<file path="src/rtl/bsg_mesh_router_output_sched_if.sv">
// Request/grant/credit bundle between the crossbar inputs and one output-port scheduler.
interface bsg_mesh_router_output_sched_if #(
  parameter int els_p           = 5,
  parameter int len_width_p     = 4,
  parameter int credits_p       = 4,
  parameter int credit_width_lp = $clog2(credits_p+1)
);
  logic [els_p-1:0]             reqs_i;
  logic [els_p*len_width_p-1:0] hdr_len_i;
  logic                         credit_return_i;
  logic                         v_o;
  logic [els_p-1:0]             sel_one_hot_o;
  logic [els_p-1:0]             yumi_o;
  logic                         locked_o;
  logic [credit_width_lp-1:0]   credits_o;
  logic                         error_o;

  modport master (
    output reqs_i, hdr_len_i, credit_return_i,
    input  v_o, sel_one_hot_o, yumi_o, locked_o, credits_o, error_o
  );

  modport slave (
    input  reqs_i, hdr_len_i, credit_return_i,
    output v_o, sel_one_hot_o, yumi_o, locked_o, credits_o, error_o
  );
endinterface

</file>
<file path="src/rtl/bsg_mesh_router_output_sched.sv">
// Round-robin wormhole scheduler for one router output; grant is same-cycle (0 latency),
// state updates next edge. Sends only while downstream credits remain; lock held through stalls.
module bsg_mesh_router_output_sched #(
  parameter int els_p           = 5,
  parameter int len_width_p     = 4,
  parameter int credits_p       = 4,
  parameter int credit_width_lp = $clog2(credits_p+1)
) (
  input logic clk_i,
  input logic reset_n_i,
  bsg_mesh_router_output_sched_if.slave bus
);
  localparam int lg_els_lp = (els_p > 1) ? $clog2(els_p) : 1;

  typedef enum logic {IDLE, LOCKED} state_e;

  state_e                     state_r, state_n;
  logic [lg_els_lp-1:0]       ptr_r, ptr_n;
  logic [lg_els_lp-1:0]       owner_r, owner_n;
  logic [len_width_p-1:0]     remaining_r, remaining_n;
  logic [credit_width_lp-1:0] credits_r, credits_n;
  logic                       error_r, error_n;

  logic                       cand_vld;
  logic [lg_els_lp-1:0]       cand;
  logic [lg_els_lp-1:0]       cand_inc;
  logic [len_width_p-1:0]     cand_len;
  logic                       send;
  logic [els_p-1:0]           sel;
  int                         j;

  always_comb begin
    cand_vld    = 1'b0;
    cand        = '0;
    j           = 0;
    state_n     = state_r;
    ptr_n       = ptr_r;
    owner_n     = owner_r;
    remaining_n = remaining_r;
    credits_n   = credits_r;
    error_n     = error_r;
    sel         = '0;

    if (state_r == IDLE) begin
      // Scan upward from the pointer with wrap; first requester wins.
      for (int i = 0; i < els_p; i++) begin
        j = int'(ptr_r) + i;
        if (j >= els_p) j = j - els_p;
        if (!cand_vld && bus.reqs_i[j]) begin
          cand_vld = 1'b1;
          cand     = lg_els_lp'(j);
        end
      end
    end else begin
      cand_vld = bus.reqs_i[owner_r];
      cand     = owner_r;
    end

    send     = cand_vld && (credits_r != '0);
    cand_inc = (int'(cand) == els_p-1) ? '0 : cand + lg_els_lp'(1);
    cand_len = bus.hdr_len_i[cand*len_width_p +: len_width_p];
    if (send) sel[cand] = 1'b1;

    if (send && (state_r == IDLE)) begin
      if (cand_len == '0) begin
        ptr_n = cand_inc;
      end else begin
        state_n     = LOCKED;
        owner_n     = cand;
        remaining_n = cand_len;
      end
    end else if (send) begin
      remaining_n = remaining_r - len_width_p'(1);
      if (remaining_r == len_width_p'(1)) begin
        state_n = IDLE;
        ptr_n   = cand_inc;
      end
    end

    // A send and a return in the same cycle cancel out.
    if (send && !bus.credit_return_i) begin
      credits_n = credits_r - credit_width_lp'(1);
    end else if (!send && bus.credit_return_i) begin
      if (credits_r == credit_width_lp'(credits_p)) error_n = 1'b1;
      else                                          credits_n = credits_r + credit_width_lp'(1);
    end
  end

  always_ff @(posedge clk_i) begin
    if (!reset_n_i) begin
      state_r     <= IDLE;
      ptr_r       <= '0;
      owner_r     <= '0;
      remaining_r <= '0;
      credits_r   <= credit_width_lp'(credits_p);
      error_r     <= 1'b0;
    end else begin
      state_r     <= state_n;
      ptr_r       <= ptr_n;
      owner_r     <= owner_n;
      remaining_r <= remaining_n;
      credits_r   <= credits_n;
      error_r     <= error_n;
    end
  end

  assign bus.v_o           = send && reset_n_i;
  assign bus.sel_one_hot_o = sel & {els_p{reset_n_i}};
  assign bus.yumi_o        = sel & {els_p{reset_n_i}};
  assign bus.locked_o      = (state_r == LOCKED) && reset_n_i;
  assign bus.credits_o     = credits_r;
  assign bus.error_o       = error_r;

`ifndef SYNTHESIS
  always_ff @(posedge clk_i) begin
    if (reset_n_i) assert ($countones(bus.sel_one_hot_o) <= 1);
  end
`endif
endmodule

</file>
<file path="src/flat_wrapper.sv">
// flat-port wrapper written by rule: the top's interface ports become plain ports
module bsg_mesh_router_output_sched_flat 
#(
  parameter int els_p           = 5,
  parameter int len_width_p     = 4,
  parameter int credits_p       = 4,
  parameter int credit_width_lp = $clog2(credits_p+1)
)
  (clk_i, reset_n_i, bus_reqs_i, bus_hdr_len_i, bus_credit_return_i, bus_v_o, bus_sel_one_hot_o, bus_yumi_o, bus_locked_o, bus_credits_o, bus_error_o);
  bsg_mesh_router_output_sched_if #(.els_p(els_p), .len_width_p(len_width_p), .credits_p(credits_p), .credit_width_lp(credit_width_lp)) bus_i ();
  input logic clk_i;
  input logic reset_n_i;
  input wire logic [$bits(bus_i.reqs_i)-1:0] bus_reqs_i;
  input wire logic [$bits(bus_i.hdr_len_i)-1:0] bus_hdr_len_i;
  input wire logic [$bits(bus_i.credit_return_i)-1:0] bus_credit_return_i;
  output wire logic [$bits(bus_i.v_o)-1:0] bus_v_o;
  output wire logic [$bits(bus_i.sel_one_hot_o)-1:0] bus_sel_one_hot_o;
  output wire logic [$bits(bus_i.yumi_o)-1:0] bus_yumi_o;
  output wire logic [$bits(bus_i.locked_o)-1:0] bus_locked_o;
  output wire logic [$bits(bus_i.credits_o)-1:0] bus_credits_o;
  output wire logic [$bits(bus_i.error_o)-1:0] bus_error_o;
  assign bus_i.reqs_i = bus_reqs_i;
  assign bus_i.hdr_len_i = bus_hdr_len_i;
  assign bus_i.credit_return_i = bus_credit_return_i;
  assign bus_v_o = bus_i.v_o;
  assign bus_sel_one_hot_o = bus_i.sel_one_hot_o;
  assign bus_yumi_o = bus_i.yumi_o;
  assign bus_locked_o = bus_i.locked_o;
  assign bus_credits_o = bus_i.credits_o;
  assign bus_error_o = bus_i.error_o;
  bsg_mesh_router_output_sched #(.els_p(els_p), .len_width_p(len_width_p), .credits_p(credits_p), .credit_width_lp(credit_width_lp)) u_core (.clk_i(clk_i), .reset_n_i(reset_n_i), .bus(bus_i));
endmodule
</file>
<file path="config.mk">
export PLATFORM = sky130hd
export DESIGN_NAME = bsg_mesh_router_output_sched_flat
export DESIGN_NICKNAME = d
export VERILOG_FILES = /design/src/rtl/bsg_mesh_router_output_sched_if.sv /design/src/rtl/bsg_mesh_router_output_sched.sv /design/src/flat_wrapper.sv
export SDC_FILE = /design/constraint.sdc
export NUM_CORES = 1
export LEC_CHECK = 0
export BUFFER_PORTS_ARGS = -buffer_cell sky130_fd_sc_hd__clkbuf_2
export CAP_MARGIN = 0
export CORE_MARGIN = 2
export CORE_UTILIZATION = 45
export CTS_BUF_LIST = sky130_fd_sc_hd__clkbuf_4
export DETAILED_ROUTE_END_ITERATION = 10
export PLACE_DENSITY = 0.75
export SYNTH_ARGS = -nofsm -noshare
export SYNTH_HDL_FRONTEND = slang
export SYNTH_SLANG_ARGS = --single-unit
</file>
<file path="constraint.sdc">
create_clock -name clk_i -period 6.31 [get_ports clk_i]
set_clock_uncertainty 0.2 [all_clocks]
set_input_delay 0.631 -clock clk_i [delete_from_list [all_inputs] [get_ports clk_i]]
set_output_delay 0.631 -clock clk_i [all_outputs]
set_load 0.005 [all_outputs]
</file>
==> flow_metrics.tcl <==
set metrics [dict create \
    status "finished clean" \
    ys_ff_latch 15 \
    yosysTopAreaCell "dfxtp_1" \
    post_drt_wl_per_cell_um 16.3 \
    io_buffer_count 43 \
    initial_utilization 0.463 \
    place.detailed.hpwl_um 5580 \
    min_from "u_core.bus.error_o$_SDFFE_PN0P_" \
    avgSynthCellArea_sq_um 7.94 \
    synth-edff-count 0 \
    syn_area_sq_um 2720 \
    clkSlewWorstSetupHoldPaths_ns 0.11 \
    report.final.slew_viol_count 0 \
    hold_path_class "register to register" \
    hold_buffers 0 \
    maxCapViolCount 0 \
    grt_pass1_wl_um 11300 \
    postRouteAntennaNets 0 \
    finalWeightedCongestion 0.922 \
    place_ws_ns 0.707 \
    clk_latency_ns 0.30 \
    cts_setup_buffers 0 \
    post_cts_resized 0 \
    syn_inst 343 \
    timing.fmax_mhz 171 \
    critical-path-top-delay-family "compound AO/OA/AOI/OAI gates" \
    setup_tns_ns 0 \
    via_count 2748 \
    grt_pass1_vias 2394 \
    core_area_sq_um 5890 \
    synth_area_leaders "dfxtp_1 11%, ha_1 6.9%, mux2i_1 5.1%, a21oi_1 4.2%, inv_1 3.9%" \
    synthFlopType "dfxtp_1" \
    crit_required_ns 5.48 \
    die_area_sq_um 6690 \
    overflow 0 \
    n_antenna_cell 0 \
    drc_errors 0 \
    numCtsBuffers 3 \
    fin_ws_ns 0.451 \
    setup_violations 0 \
    min_period_over_period 0.928 \
    rows 28 \
    htree_levels 1 \
    worstPathArrival_ns 5.03 \
    die_h_um 81.8 \
    crit_start "u_core.ptr_r[1]$_SDFFE_PN0P_" \
    min_period_ns 5.86 \
    cp-end-kind "output pin" \
    synthesis.nets 388 \
    die_x_um 81.8 \
    hold_viol_final 0 \
    yosys.area.top_type_share 0.110 \
    cts.sinks 15 \
    synth_most_common_cell "inv_1" \
    grt_max_degree 30 \
    yosysWarnings 0 \
    slowest_delay_ns 0.66 \
    crit_slowest_cell "dfxtp_1" \
    tightestPinTransition_ns 0.664 \
    synthArstFlopShare 0 \
    antenna_found_initial 0 \
    fin_util 0.493 \
    rsz0062_at_grt "no" \
    cts_root_buf "clkbuf_4" \
    crit_type "register to output pin" \
    reg2reg_from "u_core.ptr_r[1]$_SDFFE_PN0P_" \
    cts_buffer_depth 2 \
    crit_chain "inv_1, ha_1, ha_1, a31o_2, xnor2_2, mux2_2, o21bai_1, a31oi_4, a21oi_2, inv_1, nor4_1, clkbuf_2" \
    wirelength_um 7200 \
    io_pins 44 \
    area_delta_synth_final_pct 6.62 \
    vias_per_cell 6.22 \
    grt.total_usage 0.211 \
    critPathMaxFanout 13 \
    synth_seq_area_share 0.110 \
    first_iter_violations 154 \
    drive_gt1_frac 0.223 \
    final_nets 413 \
    synth.top_cells.by_count "28 x inv_1, 25 x nand2_1, 23 x a21oi_1, 17 x nor2_1" \
    path_buf_inv 3 \
    slew_headroom 0.551 \
    cts_tree "yes" \
    critPathLaunchType "register" \
    first_pass_iters 4 \
    synth.distinct_cells 86 \
]
metrics by stage:
stage                     std cells  hold slack (ns)  cell area [sq um]
after CTS                       442            0.296               2900
final                           442            0.285               2900
after global placement          438            0.258               2870
after global routing            442            0.331               2900
after floorplan                 343            0.260               2720
after detailed placement        438            0.266               2870
worst reg2reg max path: cells and delay by family, from the launching register on:
kind	cells	cell delay, ns
buf+inv	1	0.27
compound gates	8	2.91
fa+ha+maj	2	0.76
mux	2	0.67
flops	1	0.66
xor+xnor	1	0.19
layer usage:
metal  GRT usage  wire [um]  vias up
li1            -          -     1346
met1       0.298       3300     1313
met2       0.358       3550       80
met3     0.00989        295        9
met4      0.0400         55        0
met5           0          0        -
worst paths after layout:
check / end / slack (ns) / cells past startpoint
setup / recovery: bus_yumi_o[0] / 0.45 / 12
hold / removal: u_core.bus.error_o$_SDFFE_PN0P_ / 0.29 / 2
setup reg to reg: u_core.remaining_r[3]$_SDFFE_PN0P_ / 0.55 / 14
hold reg to reg: u_core.bus.error_o$_SDFFE_PN0P_ / 0.29 / 2
sequential cells by signal, summed over array words and instances (netlist names):
name,cells
u_core.bus.credits_o,3
u_core.bus.error_o,1
u_core.owner_r,3
u_core.ptr_r,3
u_core.remaining_r,4
u_core.state_r,1
logic make-up (layout without fill, tap and decap cells):
family,count (synthesis),count (layout),synth area share
compound gates,125,125,0.378
simple gates,103,103,0.203
buf+inv,57,81,0.108
mux,22,22,0.101
fa+ha+maj,17,17,0.0836
flops,15,15,0.110
xor+xnor,4,4,0.0156
placed cells by master (no fill, tap or decap), drive strengths merged, types with 4 or more instances in the layout:
cell type	synthesis	final
clkbuf	7	46
inv	31	31
nand2	26	26
a21oi	25	25
nor2	17	17
ha	15	15
dfxtp	15	15
mux2i	14	14
o21ai	14	14
nor3	13	13
o211ai	13	13
nand2b	8	8
a211oi	8	8
o22ai	6	6
o21a	5	5
nor2b	5	5
nand3	5	5
a311o	5	5
nand4	5	5
mux2	4	4
and2	4	4
mux4	4	4
a31oi	4	4
final cells by class:
class	count	area (sq um)
multi-input combinational	271	2130
inverter	32	120
clock buffer	3	22.5
clock inverter	1	7.51
fill	592	2980
tap	75	93.8
timing repair buffer	45	230
sequential	15	300
Power is left out: the tool's default activity adds up to more than one toggle a clock period on the data nets, which glitch-free logic cannot reach.
